--- src/rtl/axi_lite_slave_frontend.sv ---
// axi_lite_slave_frontend
//   Bus-facing half of an AXI4-Lite slave. Terminates the AXI handshakes in
//   the axi_clk domain and turns them into pushes to the AW/W/AR request FIFOs
//   and pops from the R/B response FIFOs. The SRAM-side controller drains the
//   same FIFOs on its own clock.
//   Each direction limits the number of accepted-but-unresponded transactions
//   to MAX_OUTSTANDING.
//
// Optional feature macro: AXIL_FE_RESP_REG_EN
//   defined   -> R and B responses come from one-entry output registers
//   undefined -> R and B responses pass straight through from the FIFOs
//
// Ports
//   axi_clk, axi_rst         clock, synchronous active-high reset
//   s_axi_aw*/w*/b*/ar*/r*   AXI4-Lite slave channels
//   aw_fifo_*, w_fifo_*      request FIFO write sides (W entry = {wstrb, wdata})
//   ar_fifo_*                read request FIFO write side
//   r_fifo_*, b_fifo_*       response FIFO read sides (first-word-fall-through)
module axi_lite_slave_frontend #(
  parameter int AXI_ADDR_WIDTH  = 32,
  parameter int AXI_DATA_WIDTH  = 32,
  parameter int MAX_OUTSTANDING = 4
) (
  input  logic                                        axi_clk,
  input  logic                                        axi_rst,
  input  logic [AXI_ADDR_WIDTH-1:0]                   s_axi_awaddr,
  input  logic                                        s_axi_awvalid,
  output logic                                        s_axi_awready,
  input  logic [AXI_DATA_WIDTH-1:0]                   s_axi_wdata,
  input  logic [AXI_DATA_WIDTH/8-1:0]                 s_axi_wstrb,
  input  logic                                        s_axi_wvalid,
  output logic                                        s_axi_wready,
  output logic [1:0]                                  s_axi_bresp,
  output logic                                        s_axi_bvalid,
  input  logic                                        s_axi_bready,
  input  logic [AXI_ADDR_WIDTH-1:0]                   s_axi_araddr,
  input  logic                                        s_axi_arvalid,
  output logic                                        s_axi_arready,
  output logic [AXI_DATA_WIDTH-1:0]                   s_axi_rdata,
  output logic [1:0]                                  s_axi_rresp,
  output logic                                        s_axi_rvalid,
  input  logic                                        s_axi_rready,
  output logic [AXI_ADDR_WIDTH-1:0]                   aw_fifo_wdata,
  output logic                                        aw_fifo_wen,
  input  logic                                        aw_fifo_full,
  output logic [AXI_DATA_WIDTH+AXI_DATA_WIDTH/8-1:0]  w_fifo_wdata,
  output logic                                        w_fifo_wen,
  input  logic                                        w_fifo_full,
  output logic [AXI_ADDR_WIDTH-1:0]                   ar_fifo_wdata,
  output logic                                        ar_fifo_wen,
  input  logic                                        ar_fifo_full,
  input  logic [AXI_DATA_WIDTH-1:0]                   r_fifo_rdata,
  output logic                                        r_fifo_ren,
  input  logic                                        r_fifo_empty,
  input  logic [1:0]                                  b_fifo_rdata,
  output logic                                        b_fifo_ren,
  input  logic                                        b_fifo_empty
);

  localparam int CW = $clog2(MAX_OUTSTANDING + 1);
  localparam logic [CW-1:0] MAX_C = CW'(MAX_OUTSTANDING);

  logic [CW-1:0] r_aw_cnt, r_w_cnt, r_ar_cnt;
  logic          w_aw_hs, w_w_hs, w_ar_hs, w_b_hs, w_r_hs;

  // A decrement with the counter already at 0 is a bus protocol violation;
  // the counter holds rather than wrapping.
  function automatic logic [CW-1:0] f_next_cnt(input logic [CW-1:0] cnt,
                                               input logic inc,
                                               input logic dec);
    logic [CW-1:0] nxt;
    nxt = cnt;
    if (inc && !dec)
      nxt = cnt + CW'(1);
    else if (!inc && dec && (cnt != '0))
      nxt = cnt - CW'(1);
    return nxt;
  endfunction

  assign s_axi_awready = !axi_rst && !aw_fifo_full && (r_aw_cnt < MAX_C);
  assign s_axi_wready  = !axi_rst && !w_fifo_full  && (r_w_cnt  < MAX_C);
  assign s_axi_arready = !axi_rst && !ar_fifo_full && (r_ar_cnt < MAX_C);

  assign w_aw_hs = s_axi_awvalid && s_axi_awready;
  assign w_w_hs  = s_axi_wvalid  && s_axi_wready;
  assign w_ar_hs = s_axi_arvalid && s_axi_arready;
  assign w_b_hs  = s_axi_bvalid  && s_axi_bready;
  assign w_r_hs  = s_axi_rvalid  && s_axi_rready;

  assign aw_fifo_wen   = w_aw_hs;
  assign aw_fifo_wdata = s_axi_awaddr;
  assign w_fifo_wen    = w_w_hs;
  assign w_fifo_wdata  = {s_axi_wstrb, s_axi_wdata};
  assign ar_fifo_wen   = w_ar_hs;
  assign ar_fifo_wdata = s_axi_araddr;

  always_ff @(posedge axi_clk) begin
    if (axi_rst) begin
      r_aw_cnt <= '0;
      r_w_cnt  <= '0;
      r_ar_cnt <= '0;
    end else begin
      r_aw_cnt <= f_next_cnt(r_aw_cnt, w_aw_hs, w_b_hs);
      r_w_cnt  <= f_next_cnt(r_w_cnt,  w_w_hs,  w_b_hs);
      r_ar_cnt <= f_next_cnt(r_ar_cnt, w_ar_hs, w_r_hs);
    end
  end

  assign s_axi_rresp = 2'b00;

`ifdef AXIL_FE_RESP_REG_EN
  logic                      r_rvalid, r_bvalid;
  logic [AXI_DATA_WIDTH-1:0] r_rdata;
  logic [1:0]                r_bresp;
  logic                      w_r_load, w_b_load;

  // Refill the output register whenever it is empty or being drained this
  // cycle, which keeps one beat per cycle under continuous ready.
  assign w_r_load = !axi_rst && !r_fifo_empty && (!r_rvalid || s_axi_rready);
  assign w_b_load = !axi_rst && !b_fifo_empty && (!r_bvalid || s_axi_bready);

  assign r_fifo_ren = w_r_load;
  assign b_fifo_ren = w_b_load;

  // Valid is masked during reset so no handshake can complete in the first
  // reset cycle, before the flops have cleared.
  assign s_axi_rvalid = r_rvalid && !axi_rst;
  assign s_axi_bvalid = r_bvalid && !axi_rst;
  assign s_axi_rdata  = r_rdata;
  assign s_axi_bresp  = r_bresp;

  always_ff @(posedge axi_clk) begin
    if (axi_rst) begin
      r_rvalid <= 1'b0;
      r_rdata  <= '0;
    end else if (w_r_load) begin
      r_rvalid <= 1'b1;
      r_rdata  <= r_fifo_rdata;
    end else if (r_rvalid && s_axi_rready) begin
      r_rvalid <= 1'b0;
    end
  end

  always_ff @(posedge axi_clk) begin
    if (axi_rst) begin
      r_bvalid <= 1'b0;
      r_bresp  <= 2'b00;
    end else if (w_b_load) begin
      r_bvalid <= 1'b1;
      r_bresp  <= b_fifo_rdata;
    end else if (r_bvalid && s_axi_bready) begin
      r_bvalid <= 1'b0;
    end
  end
`else
  assign s_axi_rvalid = !axi_rst && !r_fifo_empty;
  assign s_axi_bvalid = !axi_rst && !b_fifo_empty;
  assign s_axi_rdata  = r_fifo_rdata;
  assign s_axi_bresp  = b_fifo_rdata;
  assign r_fifo_ren   = w_r_hs;
  assign b_fifo_ren   = w_b_hs;
`endif

endmodule
--- config.mk ---
export PLATFORM = sky130hd
export DESIGN_NAME = axi_lite_slave_frontend
export DESIGN_NICKNAME = d
export VERILOG_FILES = /design/src/rtl/axi_lite_slave_frontend.sv
export SDC_FILE = /design/constraint.sdc
export NUM_CORES = 1
export LEC_CHECK = 0
export ABC_CLOCK_PERIOD_IN_PS = 6000
export CORE_AREA = 4 4 113 115
export CTS_CLUSTER_SIZE = 30
export DETAILED_ROUTE_END_ITERATION = 10
export DIE_AREA = 0 0 117 119
export GPL_ROUTABILITY_DRIVEN = 0
export SYNTH_ARGS = -nofsm -noshare
export SYNTH_HDL_FRONTEND = slang
export SYNTH_SLANG_ARGS = --single-unit
--- constraint.sdc ---
create_clock -name axi_clk -period 6 [get_ports axi_clk]
set_input_delay 0.6 -clock axi_clk [delete_from_list [all_inputs] [get_ports axi_clk]]
set_output_delay 0.6 -clock axi_clk [all_outputs]
set_load 0.005 [all_outputs]
==> results.md, run 1 <==
- Drt total wl: 2738 um
- Post-synthesis mux area share: 3.196%
- Average size of a mapped cell: 7.829 um^2
- Clock skew: 0.0004972 ns
- Antenna cells: 0
- Max_cap viols: 0
- Max-slew violations: 0
- Num rows: 40
- Simple-gate share of the synthesized area: 13.47%
- Vias in the first global route: 760
- Drc violations: 0
- Top FF cell, synth: dfxtp_1
- Via count: 750
- Setup Fix Bufs, Post-CTS: 0
- CTS resizes: 0
- Worst-path clk slew: 0.05 ns
- Share of cells above drive strength 1: 7.216%
- Crit path time final: 3.183 ns
- Worst slew pin tran: 0.6895 ns
- 1st-iter DRT viols: 18
- Initial antenna violation count: 0
- Mapped cell area: 1644 um^2
- CTS tree: built
- Area growth syn-to-layout: -34.25%
- Post-synth top area cell: buf_4
- RSZ-0062 raised after global routing: false
- Adder-cell share of the synthesized area: 3.653%
- Number of synthesized flops with an enable pin: 0
- Maximum fanout along the worst path: 17
- CTS hold repair buffers: 0
- Layout fillers: 1389
- Final setup violation count: 0
- Kind of end point of the critical path: output pin
- Fmax: 314.1 MHz
- Pwr dens: 251.5 nW/um^2
- Synth area leaders: buf_4, dfxtp_1, fa_1, nor3_1, mux2i_1
- Mapped Cells: 210
- IO buf count: 21
- Layout Nets: 247
- Leak: 0.3764 nW
- Die X: 117 um
- H-Tree Depth: 1
- FFs w/ async S/R, synth: 0%
- Clk sinks: 9
- DIE AREA: 13920 um^2
- Clock insertion delay at the later pin of the skew report: 0.24 ns
- Pin count of the biggest net entering global routing: 18
- Max Buffers Root-to-Sink: 2
- Post-route ant nets: 0
- Synth cell types: 30
- Die Y: 119 um
- Post-Synth XOR/XNOR Area: 0%
- Num CTS Buffers: 3
- Status: finished clean
- Worst path required time: 5.40 ns
- Compound-gate portion of the synthesized area: 3.805%
- Peak VDD IR: 115.6 uV
- Synth top area share: 62.10%
- Vias per inst: 3.074
- Drt wl/cell: 11.22 um
- Hold Crit Class: flop to flop
- Final hold slack: 0.5102 ns
- First-pass GRT wire length: 3912 um
- Initial Util: 13.92%
- CP Launch Type: primary input
- Critical path arrival: 2.58 ns
- Post-synthesis sequential area ratio: 10.96%
- Root buf cell: clkbuf_16
- Num ports: 292
- Crit path kind: primary input to output pin
- Final core utilization: 9.153%
- Global route overflow: 0
- Slew margin rel.: 53.89%
- Combinational family with the most area after synthesis: buffers and inverters
- Ys Warns: 0
- Crit share post-route: 53.06%
- Final Hold Vio Count: 0
- Final HPWL DP: 2250 um
- Core area: 11810 um^2
- #FFs+latches synth: 9
- DR pass1 iterations: 2
- Setup TNS: 0 ns
- Gr usage total: 3.695%
[kinds of logic after synthesis]
kind of cell             Yosys count
adder cells (fa/ha/maj)            3
multiplexers                       5
AO/OA/AOI/OAI                      8
buffers and inverters            145
flip-flops                         9
AND/OR/NAND/NOR                   39
other                              1
[cell usage in the layout, fill, tap and decap left out]
| master | count |
|---|---|
| clkdlybuf4s50_1 | 21 |
| dfxtp_1 | 9 |
| nor3_1 | 8 |
| nand2_1 | 7 |
| nor2_1 | 7 |
| inv_1 | 6 |
| mux2i_1 | 3 |
| nor2b_1 | 3 |
| fa_1 | 3 |
| clkbuf_16 | 3 |
| nor4b_2 | 2 |
| or3b_1 | 2 |
| and2_1 | 2 |
| or3_1 | 2 |
| a21oi_1 | 2 |
| o211ai_1 | 2 |
| nand3_1 | 2 |
| conb_1 | 2 |
| or2_1 | 1 |
| nor3b_1 | 1 |
| o211a_1 | 1 |
| or4_1 | 1 |
| o41ai_1 | 1 |
| mux2_1 | 1 |
| mux2_2 | 1 |
| o311ai_0 | 1 |
| and3_1 | 1 |
| a311o_1 | 1 |
| clkinv_2 | 1 |
[power breakdown]
part           switching (mW)  total [mW]  internal [mW]
registers              0.0138      0.0858         0.0720
clock network          0.0320       0.120         0.0881
logic                  0.0290      0.0659         0.0369
total                  0.0749       0.272          0.197
[per-layer routing]
metal | wire length [um] | track usage, % | vias up | share of wire [%]
met1 | 906 | 3.284 | 314 | 33
met2 | 982 | 4.196 | 68 | 36
met3 | 346 | 1.626 | 64 | 13
li1 | - | - | 304 | -
met4 | 503 | 7.240 | 0 | 18
met5 | 0 | 0 | - | 0
[worst max-delay path, cell delays in order]
cell and delay (ns):
clkdlybuf4s50_1 0.76, or3b_1 0.63, inv_1 0.09, clkdlybuf4s50_1 0.49
[synthesized netlist by cell type (2+ instances only)]
cell	instances
fa_1	3
nor2_1	7
nand3_1	2
or3_1	2
nor3_1	8
buf_4	136
and2_1	2
o211ai_1	2
or3b_1	2
nor2b_1	3
dfxtp_1	9
a21oi_1	2
nand2_1	7
inv_1	6
mux2i_1	3
nor4b_2	2
[through the flow]
stage               std cells  instance area (um^2)  setup WS (ns)  power (mW)
floorplan                 211                  1648          3.536      0.1990
global placement          240                  1001          2.713      0.1484
detailed placement        240                  1001          2.596      0.1531
CTS                       244                  1081          2.745      0.2766
global route              244                  1081          2.669      0.2928
finish                    244                  1081          2.817      0.2719
[layout make-up]
type | instances | area, um^2 | share of cell area (%)
clock buffers | 3 | 75.07 | 6.944
clock inverters | 1 | 5.005 | 0.4630
inverters | 6 | 22.52 | 2.083
multi-input cells | 57 | 404.1 | 37.38
flip-flops and latches | 9 | 180.2 | 16.67
well taps | 147 | 183.9 | 17.01
repair buffers | 21 | 210.2 | 19.44
[state kept, by name (all words and copies together), names as in the netlist]
register and flops:
r_w_cnt 3, r_aw_cnt 3, r_ar_cnt 3
[path summary, 6_finish.rpt]
check / start / end / slack (ns) / cells past startpoint
worst min-delay path: r_w_cnt[0] / r_w_cnt[0] / 0.51 / 1
worst min register to register: r_w_cnt[0] / r_w_cnt[0] / 0.51 / 1
worst max-delay path: axi_rst / b_fifo_ren / 2.82 / 4
worst max register to register: r_w_cnt[2] / r_w_cnt[2] / 3.80 / 5
Note: power is estimated with default switching activity, not from simulation.
==> inputs of run 2 (changes only) <==
- ABC_CLOCK_PERIOD_IN_PS: 6000 -> 3000
- CORE_AREA: 4 4 113 115 -> 4 4 111 113
- DIE_AREA: 0 0 117 119 -> 0 0 115 117
- clock period: 6 -> 3 ns (I/O delays scaled with it)
==> run 2 against run 1 <==
- cell area is 1.6% higher
- via count is 7.3% higher
- die area down 3.4%
- critical endpoint is now r_w_cnt[2]
- routed wire length increased by 21%
- flip-flop and latch count stayed put
- global-route usage rose by 0.83 points
- count of clock-buffer cells in the layout unchanged
- worst setup slack got worse by 2.2 ns
- critical path depth grew 3
- non-clock buffer count up 3
- sequential share of layout area fell by 0.27 points
- core utilization is 0.55 points higher
==> results.md, run 2 (synthesis results as in run 1) <==
- Status: finished clean
- Critical Path, Cell by Cell: clkdlybuf4s50_1 -> buf_4 -> or3b_1 -> nand2_1 -> fa_1 -> or3_1 -> a311o_1
- Die Y: 117 um
- Worst-path clk slew: 0.04 ns
- Largest stage delay on the critical path: 0.45 ns
- Drc violations: 0
- Core area: 11320 um^2
- Num ports: 292
- Pwr dens: 496.8 nW/um^2
- Pin count of the biggest net entering global routing: 18
- CP Buf/Inv Count: 2
- Leak: 0.3918 nW
- CTS tree: built
- H-Tree Depth: 1
- CTS hold repair buffers: 0
- Final setup violation count: 0
- Post-DP Area: 1018 um^2
- Drt wl/cell: 13.65 um
- Clock insertion delay at the later pin of the skew report: 0.23 ns
- Drt total wl: 3316 um
- 1st-iter DRT viols: 25
- Setup TNS: 0 ns
- Vias per inst: 3.313
- Max-slew violations: 0
- Gr usage total: 4.522%
- Kind of end point of the critical path: flop
- CTS resizes: 0
- Pre-CTS setup slack: 0.3568 ns
- Peak VDD IR: 169.5 uV
- DIE AREA: 13460 um^2
- Die X: 115 um
- Final non-filler cell area: 1099 um^2
- Final Hold Vio Count: 0
- DR pass1 iterations: 3
- Initial antenna violation count: 0
- Max Buffers Root-to-Sink: 2
- Hold Crit Class: flop to flop
- Slowest stage cell, crit path: clkdlybuf4s50_1
- Tot Pwr: 0.5458 mW
- Post-route ant nets: 0
- Reg-to-reg slack, setup: 0.95 ns
- Vias in the first global route: 781
- Largest regs: r_ar_cnt: 3 flops, r_aw_cnt: 3 flops, r_w_cnt: 3 flops
- Fmax: 418.1 MHz
- Maximum fanout along the worst path: 17
- First-pass GRT wire length: 4547 um
- Share of cells above drive strength 1: 10.00%
- Commonest non-fill, non-tap cell in the layout: clkdlybuf4s50_1
- Critical path arrival: 2.51 ns
- Final WS setup: 0.6081 ns
- Crit path time final: 2.392 ns
- Area growth syn-to-layout: -33.18%
- Antenna cells: 0
- Num CTS Buffers: 3
- Clk sinks: 9
- Via count: 805
- RSZ-0062 raised after global routing: false
- Initial Util: 14.52%
- Delay-heaviest family, CP: simple AND/OR/NAND/NOR gates
- Num rows: 39
- Crit path kind: primary input to flop
- Root buf cell: clkbuf_16
- IO buf count: 21
- Clock skew: 0.0003841 ns
- Setup Fix Bufs, Post-CTS: 0
- Global route overflow: 0
- Worst path required time: 3.12 ns
- CP Launch Type: primary input
- Crit share post-route: 79.73%
- Max_cap viols: 0
- Most frequent cells in the layout: clkdlybuf4s50_1, dfxtp_1, nor3_1
- Layout Nets: 250
- Final HPWL DP: 2812 um
==> run 2: cell count changes in the layout (fill, tap and decap cells not counted), sizes merged <==
cell,change
buf,+3
==> run 2: layout make-up <==
cell class | count | area (um^2)
fillers | 1315 | 10220
multi-input cells | 57 | 404.1
repair buffers | 24 | 232.7
flip-flops and latches | 9 | 180.2
well taps | 143 | 178.9
clock buffers | 3 | 75.07
inverters | 6 | 22.52
clock inverters | 1 | 5.005
==> run 2: per-stage QoR <==
| step | hold slack [ns] | utilization, % | instances |
|---|---|---|---|
| 4_1_cts | 0.5212 | 9.704 | 243 |
| 2_1_floorplan | 0.4779 | - | 211 |
| 3_3_place_gp | 0.4992 | 8.996 | 239 |
| 6_report | 0.5171 | 9.704 | 243 |
| 3_5_place_dp | 0.5123 | 8.996 | 239 |
| 5_1_grt | 0.5487 | 9.704 | 243 |
==> run 2: per-layer routing <==
| layer | part of all wire [%] | track usage, % | up-vias |
|---|---|---|---|
| met5 | 0 | 0 | - |
| met4 | 8.6 | 4.851 | 0 |
| met3 | 18 | 4.370 | 40 |
| met2 | 41 | 5.826 | 85 |
| met1 | 32 | 3.814 | 370 |
| li1 | - | - | 310 |
==> run 2: power by group <==
group	internal (mW)	switching, mW
registers	0.144	0.0275
clock network	0.176	0.0592
logic	0.0776	0.0616
total	0.397	0.148
==> run 2: worst reg2reg max path: stages, from the launching register on <==
cell     delay (ns)
dfxtp_1        0.35
nor4b_2        0.41
and2_1         0.22
inv_1          0.06
fa_1           0.38
nor3_1         0.24
mux2i_1        0.20
a21oi_1        0.07
==> run 2: final timing paths <==
path	startpoint	end	depth (start not counted)
max	axi_rst	r_w_cnt[2]	7
min	r_ar_cnt[0]	r_ar_cnt[0]	1
max reg2reg	r_ar_cnt[2]	r_ar_cnt[2]	7
min reg2reg	r_ar_cnt[0]	r_ar_cnt[0]	1
==> inputs of run 3 (changes only) <==
- ABC_CLOCK_PERIOD_IN_PS: 3000 -> 2400
- clock period: 3 -> 2.4 ns (I/O delays scaled with it)
==> run 3 against run 2 <==
- clock skew about the same
- highest routed layer unchanged
- flip-flop and latch count unchanged
- die area unchanged
- first-iteration DRC count decreased by 48%
- count of clock-buffer cells in the layout increased by 1
- global-route usage increased by 0.054 points
- largest power group unchanged
- routed wire length decreased by 1.6%
- critical path depth unchanged
- power increased by 25%
- cell count increased by 2.9%
- sequential share of layout area decreased by 0.73 points
- worst setup slack got worse by 0.47 ns
==> results.md, run 3 (synthesis results as in run 1) <==
- Status: finished clean
- Most frequent cells in the layout: clkdlybuf4s50_1, buf_4, dfxtp_1
- Root buf cell: clkbuf_16
- Power Internal: 0.5041 mW
- Clock skew: 0.0001275 ns
- Vias in the first global route: 833
- Worst-case reg-to-reg path depth: 5
- Worst path required time: 2.51 ns
- Fmax: 442.2 MHz
- Layout Nets: 257
- Comb power frac: 26.0%
- Vias per inst: 3.360
- Initial Util: 14.52%
- 1st-iter DRT viols: 13
- Pwr dens: 594.2 nW/um^2
- Crit path kind: primary input to flop
- CTS hold repair buffers: 0
- Num rows: 39
- Crit share post-route: 94.23%
- Sequential power share: 31.5%
- Pin count of the biggest net entering global routing: 10
- Switch share: 26.22%
- Leak: 0.4226 nW
- Setup TNS: 0 ns
- Drc violations: 0
- Max Buffers Root-to-Sink: 2
- Clock insertion delay at the later pin of the skew report: 0.23 ns
- Initial antenna violation count: 0
- Hold Crit Class: primary input to output pin
- Drt total wl: 3263 um
- Max_cap viols: 0
- Post-route ant nets: 0
- Tot Pwr: 0.6833 mW
- Critical path arrival: 2.38 ns
- Gr usage total: 4.576%
- Clk sinks: 9
- Max-slew violations: 0
- RSZ-0062 raised after global routing: false
- CTS resizes: 0
- Via count: 840
- Setup Fix Bufs, Post-CTS: 0
- Num ports: 292
- Drt wl/cell: 13.05 um
- Largest regs: r_ar_cnt: 3 flops, r_aw_cnt: 3 flops, r_w_cnt: 3 flops
- H-Tree Depth: 1
- Core area: 11320 um^2
- CP Launch Type: primary input
- IO buf count: 21
- Final Hold Vio Count: 0
- First-pass GRT wire length: 4485 um
- Die X: 115 um
- Area growth syn-to-layout: -30.06%
- Worst-path clk slew: 0.04 ns
- DR pass1 iterations: 4
- CTS tree: built
- Power share of the clock group: 42.5%
- Crit path time final: 2.262 ns
- Commonest non-fill, non-tap cell in the layout: clkdlybuf4s50_1
- Hold Crit Depth: 0
- Sw power: 0.1792 mW
- Antenna cells: 0
- Final hold slack: 0.4800 ns
- Peak VDD IR: 197.0 uV
- Global route overflow: 0
- Kind of end point of the critical path: flop
- DIE AREA: 13460 um^2
- Final HPWL DP: 2806 um
- Die Y: 117 um
- Share of cells above drive strength 1: 14.95%
- Num CTS Buffers: 3
- Maximum fanout along the worst path: 9
- Final setup violation count: 0
## run 3: cell count changes in the layout (fill, tap and decap cells not counted)
cell	delta
clkinv_2	-1
buf_4	+7
clkbuf_1	+1
## run 3: per-layer routing
metal | routed length, um | global-route usage [%] | vias to the layer above | part of all wire, %
met5 | 0 | 0 | - | 0
met4 | 297 | 4.851 | 0 | 9.1
met3 | 576 | 4.319 | 42 | 18
met2 | 1335 | 5.941 | 91 | 41
met1 | 1054 | 3.908 | 384 | 32
li1 | - | - | 323 | -
## run 3: worst paths after layout
path,from,to,slack [ns]
setup / recovery,axi_rst,r_w_cnt[2],0.14
hold / removal,s_axi_araddr[15],ar_fifo_wdata[15],0.48
setup reg to reg,r_w_cnt[2],r_w_cnt[2],0.34
hold reg to reg,r_w_cnt[0],r_w_cnt[0],0.51
## run 3: power groups by stage
stage	clock network, mW	logic (mW)	registers [mW]
CTS	0.301	0.181	0.215
global route	0.313	0.201	0.220
finish	0.290	0.178	0.215
detailed placement	0	0.180	0.217
floorplan	0	0.288	0.210
global placement	0	0.170	0.216
## run 3: stage by stage
| stage | cells | area (um^2) | util, % | setup WS [ns] |
|---|---|---|---|---|
| 2_1_floorplan | 211 | 1648 | - | 0.2956 |
| 3_3_place_gp | 246 | 1071 | 9.461 | -0.05970 |
| 3_5_place_dp | 246 | 1071 | 9.461 | -0.1058 |
| 4_1_cts | 250 | 1150 | 10.16 | 0.1397 |
| 5_1_grt | 250 | 1150 | 10.16 | 0.05205 |
| 6_report | 250 | 1150 | 10.16 | 0.1384 |
## run 3: layout make-up
| type | instances | area, um^2 |
|---|---|---|
| flip-flops and latches | 9 | 180.2 |
| repair buffers | 31 | 285.3 |
| multi-input cells | 57 | 404.1 |
| clock buffers | 4 | 78.83 |
| fillers | 1326 | 10170 |
| inverters | 6 | 22.52 |
| well taps | 143 | 178.9 |
## run 3: worst max-delay path, cell delays in order
cell             delay (ns)
clkdlybuf4s50_1        0.39
buf_4                  0.17
nor4b_2                0.30
nand2_1                0.13
fa_1                   0.39
or3_1                  0.39
a311o_1                0.35
